$ cat config.mk
export PLATFORM = sky130hd
export DESIGN_NAME = instr_prefetch_flat
export DESIGN_NICKNAME = d
export VERILOG_FILES = /design/src/rtl/instr_prefetch_if.sv /design/src/rtl/instr_prefetch.sv /design/src/flat_wrapper.sv
export SDC_FILE = /design/constraint.sdc
export NUM_CORES = 1
export LEC_CHECK = 0
export ABC_AREA = 1
export CORE_AREA = 2 2 139 141
export CTS_CLUSTER_DIAMETER = 150
export CTS_CLUSTER_SIZE = 8
export DETAILED_ROUTE_END_ITERATION = 16
export DIE_AREA = 0 0 141 143
export PLACE_DENSITY = 0.75
export SYNTH_ARGS = -nofsm -noshare
export SYNTH_HDL_FRONTEND = slang
export SYNTH_SLANG_ARGS = --single-unit
$ cat constraint.sdc
create_clock -name clk -period 5.3 [get_ports clk]
set_input_delay 1.325 -clock clk [delete_from_list [all_inputs] [get_ports clk]]
set_output_delay 1.325 -clock clk [all_outputs]
set_load 0.02 [all_outputs]
$ cat src/rtl/instr_prefetch_if.sv
// instr_prefetch_if: program-memory read port and instruction output stream.
interface instr_prefetch_if #(parameter int CELL_BITS = 32, parameter int ADDR_BITS = 11);
    logic                 mem_req;
    logic [ADDR_BITS-1:0] mem_addr;
    logic                 mem_ack;
    logic [CELL_BITS-1:0] mem_rdata;
    logic                 out_valid;
    logic [CELL_BITS-1:0] out_data;
    logic [ADDR_BITS-1:0] out_addr;
    logic                 out_ready;
    modport master(output mem_req, mem_addr, out_valid, out_data, out_addr,
                   input mem_ack, mem_rdata, out_ready);
    modport slave(input mem_req, mem_addr, out_valid, out_data, out_addr,
                  output mem_ack, mem_rdata, out_ready);
endinterface

$ cat src/rtl/instr_prefetch.sv
// instr_prefetch: instruction prefetch FIFO with redirect flush and stale-read discard.
// Optional INSTR_PREFETCH_FLUSH_CNT_EN adds a saturating flush_count output.
module instr_prefetch #(
    parameter int CELL_BITS = 32,
    parameter int ADDR_BITS = 11,
    parameter int DEPTH     = 4
) (
    input  logic                   clk,
    input  logic                   rst,
    input  logic                   redirect,
    input  logic [ADDR_BITS-1:0]   redirect_addr,
    instr_prefetch_if.master       bus,
    output logic [$clog2(DEPTH):0] count
`ifdef INSTR_PREFETCH_FLUSH_CNT_EN
    , output logic [15:0]          flush_count
`endif
);
    localparam int PW = $clog2(DEPTH);
    localparam logic [PW:0] FULL = (PW+1)'(DEPTH);
    typedef enum logic [1:0] {IDLE, REQ, DISCARD} state_t;
    state_t state;
    logic [ADDR_BITS-1:0] fp;
    logic [CELL_BITS-1:0] data_q [DEPTH];
    logic [ADDR_BITS-1:0] addr_q [DEPTH];
    logic [PW-1:0] rd_ptr, wr_ptr;
    logic push, pop;
    logic [PW:0] count_n;
    assign push = state == REQ && bus.mem_ack && !redirect;
    assign pop = bus.out_valid && bus.out_ready;
    assign count_n = count + (PW+1)'(push) - (PW+1)'(pop);
    assign bus.out_valid = count != '0;
    assign bus.out_data = data_q[rd_ptr];
    assign bus.out_addr = addr_q[rd_ptr];
    always_ff @(posedge clk) begin
        if (rst) begin
            state        <= IDLE;
            fp           <= '0;
            count        <= '0;
            rd_ptr       <= '0;
            wr_ptr       <= '0;
            bus.mem_req  <= 1'b0;
            bus.mem_addr <= '0;
            for (int i = 0; i < DEPTH; i++) begin
                data_q[i] <= '0;
                addr_q[i] <= '0;
            end
        end else begin
            if (redirect) begin
                count  <= '0;
                rd_ptr <= '0;
                wr_ptr <= '0;
                fp     <= redirect_addr;
            end else begin
                count <= count_n;
                if (pop) rd_ptr <= rd_ptr + PW'(1);
                if (push) begin
                    data_q[wr_ptr] <= bus.mem_rdata;
                    addr_q[wr_ptr] <= bus.mem_addr;
                    wr_ptr         <= wr_ptr + PW'(1);
                    fp             <= fp + ADDR_BITS'(1);
                end
            end
            case (state)
                IDLE: if (!redirect && count < FULL) begin
                    state        <= REQ;
                    bus.mem_req  <= 1'b1;
                    bus.mem_addr <= fp;
                end
                REQ: if (bus.mem_ack) begin
                    // back-to-back request to the next sequential word while space remains
                    if (!redirect && count_n < FULL) bus.mem_addr <= fp + ADDR_BITS'(1);
                    else begin
                        state       <= IDLE;
                        bus.mem_req <= 1'b0;
                    end
                end else if (redirect) state <= DISCARD;
                DISCARD: if (bus.mem_ack) begin
                    state       <= IDLE;
                    bus.mem_req <= 1'b0;
                end
                default: state <= IDLE;
            endcase
        end
    end
`ifdef INSTR_PREFETCH_FLUSH_CNT_EN
    always_ff @(posedge clk) begin
        if (rst) flush_count <= '0;
        else if (redirect && flush_count != 16'hFFFF) flush_count <= flush_count + 16'd1;
    end
`endif
endmodule

$ cat src/flat_wrapper.sv
// flat-port wrapper written by rule: the top's interface ports become plain ports
module instr_prefetch_flat 
#(
    parameter int CELL_BITS = 32,
    parameter int ADDR_BITS = 11,
    parameter int DEPTH     = 4
)
  (clk, rst, redirect, redirect_addr, count, bus_mem_req, bus_mem_addr, bus_out_valid, bus_out_data, bus_out_addr, bus_mem_ack, bus_mem_rdata, bus_out_ready);
  instr_prefetch_if #(.CELL_BITS(CELL_BITS), .ADDR_BITS(ADDR_BITS)) bus_i ();
  input  logic clk;
  input  logic rst;
  input  logic redirect;
  input  logic [ADDR_BITS-1:0] redirect_addr;
  output logic [$clog2(DEPTH):0] count;
  output wire logic [$bits(bus_i.mem_req)-1:0] bus_mem_req;
  output wire logic [$bits(bus_i.mem_addr)-1:0] bus_mem_addr;
  output wire logic [$bits(bus_i.out_valid)-1:0] bus_out_valid;
  output wire logic [$bits(bus_i.out_data)-1:0] bus_out_data;
  output wire logic [$bits(bus_i.out_addr)-1:0] bus_out_addr;
  input wire logic [$bits(bus_i.mem_ack)-1:0] bus_mem_ack;
  input wire logic [$bits(bus_i.mem_rdata)-1:0] bus_mem_rdata;
  input wire logic [$bits(bus_i.out_ready)-1:0] bus_out_ready;
  assign bus_mem_req = bus_i.mem_req;
  assign bus_mem_addr = bus_i.mem_addr;
  assign bus_out_valid = bus_i.out_valid;
  assign bus_out_data = bus_i.out_data;
  assign bus_out_addr = bus_i.out_addr;
  assign bus_i.mem_ack = bus_mem_ack;
  assign bus_i.mem_rdata = bus_mem_rdata;
  assign bus_i.out_ready = bus_out_ready;
  instr_prefetch #(.CELL_BITS(CELL_BITS), .ADDR_BITS(ADDR_BITS), .DEPTH(DEPTH)) u_core (.clk(clk), .rst(rst), .redirect(redirect), .redirect_addr(redirect_addr), .bus(bus_i), .count(count));
endmodule
Word-level counts from Yosys, hierarchy flattened
Memories as Yosys holds them, arrays and structs flattened. A register that Yosys moved wholly into a read port is not among the register bits. Cells that the tools add are included.

Register bits: 32. Memory bits (writable): 172. Output and inout bits: 59. Logic and storage cells: 75. Memories kept: 2.

$add $sub $neg: 5. Magnitude comparators: 2. Eq/ne operators: 9. Mux-type cells: 33. Reduce and logical (&&, ||, !) cells: 17.

Memories: u_core.data_q (depth 4, bits a word 32, rd ports 1, clocked after Yosys merged registers in 1, write ports 4, RTL line instr_prefetch.sv:23) `logic [CELL_BITS-1:0] data_q [DEPTH];`; u_core.addr_q (depth 4, bits a word 11, rd ports 1, clocked after Yosys merged registers in 1, write ports 4, RTL line instr_prefetch.sv:24) `logic [ADDR_BITS-1:0] addr_q [DEPTH];`.

Operators by type and width (count): 2-to-1 mux 11 bit (6); 2-to-1 mux 32 bit (1); OR reduction 32 bit (1); 2-to-1 mux 2 bit (11); one-hot mux 11 bit (2 select lines) (1); 2-to-1 mux 1 bit (12); adder 11 x 1 -> 11 bit (second input constant) (1); OR reduction 11 bit (1); inequality test 2 bit (second input constant) (4); AND reduction 4 bit (2); < comparator 3 bit (second input constant) (2); inequality test 3 bit (second input constant) (2); one-hot mux 2 bit (3 select lines) (1); nonzero test 3 bit (2); logical AND 1 bit (5); AND reduction 5 bit (1); adder 2 x 1 -> 2 bit (second input constant) (2); nonzero test 2 bit (2); adder 3 x 1 -> 3 bit (1); one-hot mux 1 bit (3 select lines) (1); subtractor 3 x 1 -> 3 bit (1); == test 2 x 1 -> 1 bit (second input constant) (1); == test 2 bit (second input constant) (1); logical NOT 2 bit (1); 3 further kinds (3).

Logic depth before layout (Yosys ltp)
Gate-level depths: netlist of run 1.

Depth after elaboration: 10. Depth in mapped cells: 15. Gate-level depth less buffers: 14.

Worst setup path before layout of run 1
No wires, ideal clock.

Path kind: input -> register. From: input bus_mem_ack. To: memory u_core.addr_q[3][0] (enable). Library setup time: 0.503 ns. Arrival time: 4.722 ns. Setup slack: 0.075 ns. Cell stages on the path: 4. Path through: nand2_2 -> nor2_2 -> nand2_1 -> o21ai_0.

RTL lines: start: declaration (RTL line flat_wrapper.sv:20) `input wire logic [$bits(bus_i.mem_ack)-1:0] bus_mem_ack;`; end: declaration (RTL line instr_prefetch.sv:24).

==> out/qor.yml, run 1 <==
finalWirelength_um: 21600
synth_most_common_cell: "sky130_fd_sc_hd__nor2_1"
synthArstFlopShare: 0
detailedRoute.firstIterationViolations: 560
critPathKind: "flip-flop to output pin"
drv.max_cap_violation_count: 0
timing.setup.tns_ns: 0
die_height_um: 143
postCtsSetupBuffers: 0
nets_final: 1114
routedWlPerCell_um: 16.6
unrepaired_setup_endpoints_after_global_routing: "no"
design_power_total_mw: 4.06
cts.sinks: 206
fin_area_sq_um: 11300
outcome: "finished, final reports clean"
synth_top_cells_by_area: "sky130_fd_sc_hd__edfxtp_1 (56%), sky130_fd_sc_hd__nor2_1 (10%), sky130_fd_sc_hd__dfxtp_1 (7.3%)"
crit_path_top_delay_cell: "sky130_fd_sc_hd__inv_2"
cts_tree: "yes"
worst-slew-pin-transition_ns: 1.06
avg_synthesized_cell_area_sq_um: 9.63
fin_crit_sh: 0.808
worst_hold_startpoint: "u_core.bus.mem_addr[2]"
flow.area_growth_from_synthesis_pct: 21.8
width_of_the_chip_um: 141
via_count: 7061
ys_seq_area_frac: 0.629
worst_hold_path_type: "flip-flop to flip-flop"
antenna_found_initial: 0
initial_utilization: 0.500
layout_setup_ws_ns: 1.02
cts.path.max_buffers: 3
final_hold_viol_count: 0
dieArea_sq_um: 20200
row_count: 50
synthCells: 965
clockRootBuffer: "sky130_fd_sc_hd__clkbuf_16"
post-place-ws_ns: 1.01
clk_transition_reported_paths_ns: 0.05
n_antenna_cell: 0
maximum_number_of_pins_on_one_net_before_global_route_repair: 87
syn-cell-area_sq_um: 9300
gr-total-overflow: 0
worst_ep_required_time_ns: 3.97
power.leakage_nw: 4.29
synth_warnings: 0
r2r_start: "u_core.state[1]"
fin_worst_skew_ns: 0.0124
final_period_minus_worst_setup_slack_ns: 4.28
grt_pass1_vias: 6915
timing.critical_path.cells: "inv_2 -> buf_4 -> o21ai_0 -> o22ai_1 -> clkdlybuf4s50_1"
grt_pass1_wl_um: 34600
dpl_wire_length_um: 12600
capturing_element_type_of_the_critical_path: "output pin"
number_of_register_bits_inferred_by_synthesis: 206
synth.top_cell.area_share: 0.556
cts_hold_buffers: 0
ant_nets: 0
worst_path_largest_cell_delay_ns: 0.74
place.gp.congestion: 0.856
total_clock_buffers_created_by_cts: 29
p_per_area_nw_per_um2: 359
finalSetupViolCount: 0
ir_drop_mv: 0.292
drt-vias-per-instance: 5.42
fmaxAchievable_mhz: 233
core_region_area_sq_um: 18600
dr.pass1.iters: 5
timing.critical_path.from_type: "flip-flop"
main_flop_type_after_synthesis: "sky130_fd_sc_hd__edfxtp_1"
ys_types: 33
share_of_post_route_cells_with_drive_strength_above_1: 0.0693
numPortBuffers: 106
worst_slew_margin_rel: 0.294
post_cts_resize_count: 0
worst_skew_pair.late_latency_ns: 0.54
cts.htree.levels: 1
yosys.area.top_type: "sky130_fd_sc_hd__edfxtp_1"
drc_errors: 0
synth_nets: 1020
boundaryPins: 107
global_route.usage.total: 0.216
synth_edf_count: 172
synth.cells.most_frequent: "sky130_fd_sc_hd__nor2_1 (257), sky130_fd_sc_hd__edfxtp_1 (172), sky130_fd_sc_hd__nand2_1 (96), sky130_fd_sc_hd__o21ai_0 (95), sky130_fd_sc_hd__inv_1 (82)"
worstPathArrival_ns: 2.96
final-max-slew-violation-count: 0
critical_path.max_fanout: 64
place_area_sq_um: 10500
==> layout make-up <==
| class | instances | area [sq um] |
|---|---|---|
| timing repair buffer | 119 | 1170 |
| fill | 1475 | 7260 |
| clock buffer | 39 | 773 |
| inverter | 92 | 349 |
| multi-input combinational | 611 | 2860 |
| sequential | 206 | 5850 |
| clock inverter | 1 | 20.0 |
| tap | 234 | 293 |
==> sequential cells by signal (all words and copies together), names as in the netlist, named ones only <==
register / flops
u_core.data_q: 128
u_core.rd_ptr: 2
u_core.bus.mem_req: 1
u_core.addr_q: 44
u_core.wr_ptr: 2
u_core.count: 3
u_core.state: 2
u_core.bus.mem_addr: 11
u_core.fp: 11
==> placed cells by master, fill, tap and decap left out, drive strengths merged, types with 32 or more instances in the layout <==
master and count:
nand2 99, o22ai 43, nand3 32, edfxtp 172
nor2 266, clkbuf 39, clkdlybuf4s50 106, dfxtp 34
inv 92, o21ai 96
==> cell families after synthesis <==
logic type               Yosys count  share of synthesized area
adder cells (fa/ha/maj)            7                     0.0102
AND/OR/NAND/NOR                  437                      0.196
XOR/XNOR                           2                    0.00188
AO/OA/AOI/OAI                    164                     0.0957
buffers and inverters            148                     0.0665
flip-flops                       206                      0.629
multiplexers                       1                    0.00108
==> worst max-delay path, delay by kind of cell, from the launching register on <==
family | cells | cell delay [ns]
AO/OA/AOI/OAI | 2 | 0.30
flip-flops | 1 | 0.32
buffers and inverters | 3 | 1.78
==> stage by stage <==
step / utilization / hold slack, ns / std cells
floorplan: - / 0.461 / 965
finish: 0.609 / 0.488 / 1302
global placement: 0.566 / 0.478 / 1262
CTS: 0.609 / 0.488 / 1302
global route: 0.609 / 0.514 / 1302
detailed placement: 0.566 / 0.480 / 1262
==> path summary, 6_finish.rpt <==
check	endpoint	slack [ns]	depth (start not counted)
worst max-delay path	bus_out_data[13]	1.02	5
worst min-delay path	u_core.bus.mem_addr[2]	0.49	2
worst max register to register	u_core.bus.mem_addr[10]	2.14	13
worst min register to register	u_core.bus.mem_addr[2]	0.49	2
==> routing by layer <==
metal / global-route usage / wire (um)
met5: 0 / 0
met4: 0.0684 / 559
met3: 0.0322 / 1690
met2: 0.372 / 10400
met1: 0.285 / 8960
==> where the power goes <==
| part | internal (mW) | switching, mW | total, mW | leakage, nW |
|---|---|---|---|---|
| clock network | 0.996 | 0.637 | 1.63 | 0.385 |
| registers | 1.85 | 0.0500 | 1.90 | 2.06 |
| logic | 0.198 | 0.330 | 0.529 | 1.85 |
Note: power is estimated with default switching activity, not from simulation.
==> run 2, diff against run 1 <==
clock period = 3.6 ns   (was 5.3 ns; I/O delays follow)
==> run 2 against run 1 <==
Effect of this change:
- setup slack worse by 0.86 ns
- clock-buffer cell count increased by 14
- clock power grew 51%
- sequential share of layout area fell by 0.82 points
- critical path depth down 1
- first-iteration DRC count grew 2.1%
- clock skew down 0.0016 ns
- non-clock buffer count is 10 higher
- global-route usage up 0.22 points
- utilization is 0.98 points higher
- flip-flop and latch count did not move
- via count up 0.96%
- critical path type unchanged
==> out/qor.yml, run 2 (synthesis gave the netlist of run 1 again) <==
dpl_wire_length_um: 12900
multi_input_comb_area_sq_um: 2860
regMostFlops: "u_core.data_q"
dr.pass1.iters: 5
cell_internal_pwr_mw: 4.55
largest_register_ffs: 128
place_area_sq_um: 10700
boundaryPins: 107
total_clock_buffers_created_by_cts: 29
final_period_minus_worst_setup_slack_ns: 3.45
worst_hold_path_type: "flip-flop to flip-flop"
final_hold_viol_count: 0
final-max-slew-violation-count: 0
dieArea_sq_um: 20200
fin_area_sq_um: 11500
worst-slew-pin-transition_ns: 0.573
power.leakage_nw: 4.37
p_per_area_nw_per_um2: 525
worst_ep_required_time_ns: 2.70
antenna_found_initial: 0
mostFrequentLayoutCell: "sky130_fd_sc_hd__nor2_1"
timing.setup.tns_ns: 0
ir_drop_mv: 0.417
p_sw_frac: 0.247
cts.path.max_buffers: 3
layout_common_cells: "sky130_fd_sc_hd__nor2_1 (257), sky130_fd_sc_hd__edfxtp_1 (172), sky130_fd_sc_hd__clkdlybuf4s50_1 (106), sky130_fd_sc_hd__o21ai_0 (93), sky130_fd_sc_hd__nand2_1 (92)"
via_count: 7129
numPortBuffers: 106
row_count: 50
sequential_cell_area_sq_um: 5850
grt_pass1_vias: 6932
maximum_number_of_pins_on_one_net_before_global_route_repair: 59
width_of_the_chip_um: 141
fmaxAchievable_mhz: 290
fin_crit_sh: 0.957
critical_path.max_fanout: 24
gr-total-overflow: 0
pwr-share-clk: 0.407
pwr-share-seq: 0.462
largestRegisters: "u_core.data_q: 128 flops, u_core.addr_q: 44 flops"
ant_nets: 0
routedWlPerCell_um: 16.4
finalSetupViolCount: 0
unrepaired_setup_endpoints_after_global_routing: "no"
design_power_total_mw: 6.04
netSwitchingPower_mw: 1.49
core_region_area_sq_um: 18600
timing.critical_path.cells: "buf_4 -> o21ai_0 -> o22ai_1 -> clkdlybuf4s50_1"
share_of_post_route_cells_with_drive_strength_above_1: 0.0769
postCtsSetupBuffers: 0
drv.max_cap_violation_count: 0
detailedRoute.firstIterationViolations: 572
flow.area_growth_from_synthesis_pct: 23.7
finalWirelength_um: 21700
finish.utilization: 0.619
capturing_element_type_of_the_critical_path: "output pin"
outcome: "finished, final reports clean"
timing.critical_path.from_type: "flip-flop"
nets_final: 1124
place.gp.congestion: 0.816
critPathKind: "flip-flop to output pin"
worstPathArrival_ns: 2.55
cts.htree.levels: 1
n_antenna_cell: 0
drt-vias-per-instance: 5.38
fin_worst_skew_ns: 0.0107
power.combinational.fraction: 0.131
worst_slew_margin_rel: 0.618
worst_path_largest_cell_delay_ns: 0.66
cts.sinks: 206
global_route.usage.total: 0.218
grt_pass1_wl_um: 35000
final.fill_count: 1501
initial_utilization: 0.500
worst_skew_pair.late_latency_ns: 0.52
clockRootBuffer: "sky130_fd_sc_hd__clkbuf_16"
crit_path_top_delay_cell: "sky130_fd_sc_hd__clkdlybuf4s50_1"
die_height_um: 143
clk_transition_reported_paths_ns: 0.05
drc_errors: 0
cts_tree: "yes"
## run 2: changes by cell type in the layout (fill, tap and decap cells not counted)
cell and change:
sky130_fd_sc_hd__clkbuf_1 +14, sky130_fd_sc_hd__buf_12 +5, sky130_fd_sc_hd__buf_4 +5, sky130_fd_sc_hd__inv_16 -1, sky130_fd_sc_hd__inv_2 -1, sky130_fd_sc_hd__inv_4 +1, sky130_fd_sc_hd__inv_6 +1
## run 2: path summary, 6_finish.rpt
check / slack, ns / to / cells past startpoint / startpoint
worst min register to register: 0.49 / u_core.bus.mem_addr[3] / 2 / u_core.bus.mem_addr[3]
worst min-delay path: 0.49 / u_core.bus.mem_addr[3] / 2 / u_core.bus.mem_addr[3]
worst max-delay path: 0.15 / bus_out_addr[6] / 4 / flip-flop
worst max register to register: 0.95 / u_core.bus.mem_addr[1] / 13 / u_core.count[1]
## run 2: metrics by stage
step	instances	hold WS [ns]	setup WS, ns
2_1_floorplan	965	0.461	0.00471
3_3_place_gp	1272	0.483	0.341
3_5_place_dp	1272	0.488	0.253
4_1_cts	1326	0.499	0.120
5_1_grt	1326	0.516	0.0845
6_report	1326	0.495	0.154
## run 2: what timing repair did
item | CTS | global route
setup endpoints to repair | 0 | 1
gates resized for setup | 0 | 2
hold buffers | 0 | 0
## run 2: final cells by class
cell class / instances / area share
Inverter: 92 / 0.0306
Tap cell: 234 / 0.0255
Clock inverter: 1 / 0.000762
Sequential cell: 206 / 0.508
Timing Repair Buffer: 129 / 0.114
Clock buffer: 53 / 0.0718
Multi-Input combinational cell: 611 / 0.249
## run 2: power by group through the flow
| stage | Clock, mW | Sequential (mW) | Combinational, mW |
|---|---|---|---|
| floorplan | 0 | 2.85 | 0.440 |
| detailed placement | 0 | 2.83 | 0.790 |
| finish | 2.46 | 2.79 | 0.793 |
| global placement | 0 | 2.83 | 0.781 |
| CTS | 2.49 | 2.78 | 0.796 |
| global route | 2.60 | 2.80 | 0.873 |
## run 2: layer usage
| metal | vias up | track usage | wire length (um) |
|---|---|---|---|
| met3 | 40 | 0.0292 | 1390 |
| met4 | 0 | 0.0674 | 497 |
| li1 | 3474 | - | - |
| met1 | 3340 | 0.291 | 9310 |
| met5 | - | 0 | 0 |
| met2 | 275 | 0.375 | 10500 |
## run 2: worst max-delay path: cells and delay by family (launching register included)
kind,cells,cell delay [ns]
buffers and inverters,2,1.00
flip-flops,1,0.56
AO/OA/AOI/OAI,2,0.45
==> run 3, diff against run 2 <==
SLEW_MARGIN = 25   (was unset)
==> results of run 3 <==
Same layout as run 2: the final DEF is identical, and so are final timing and power.
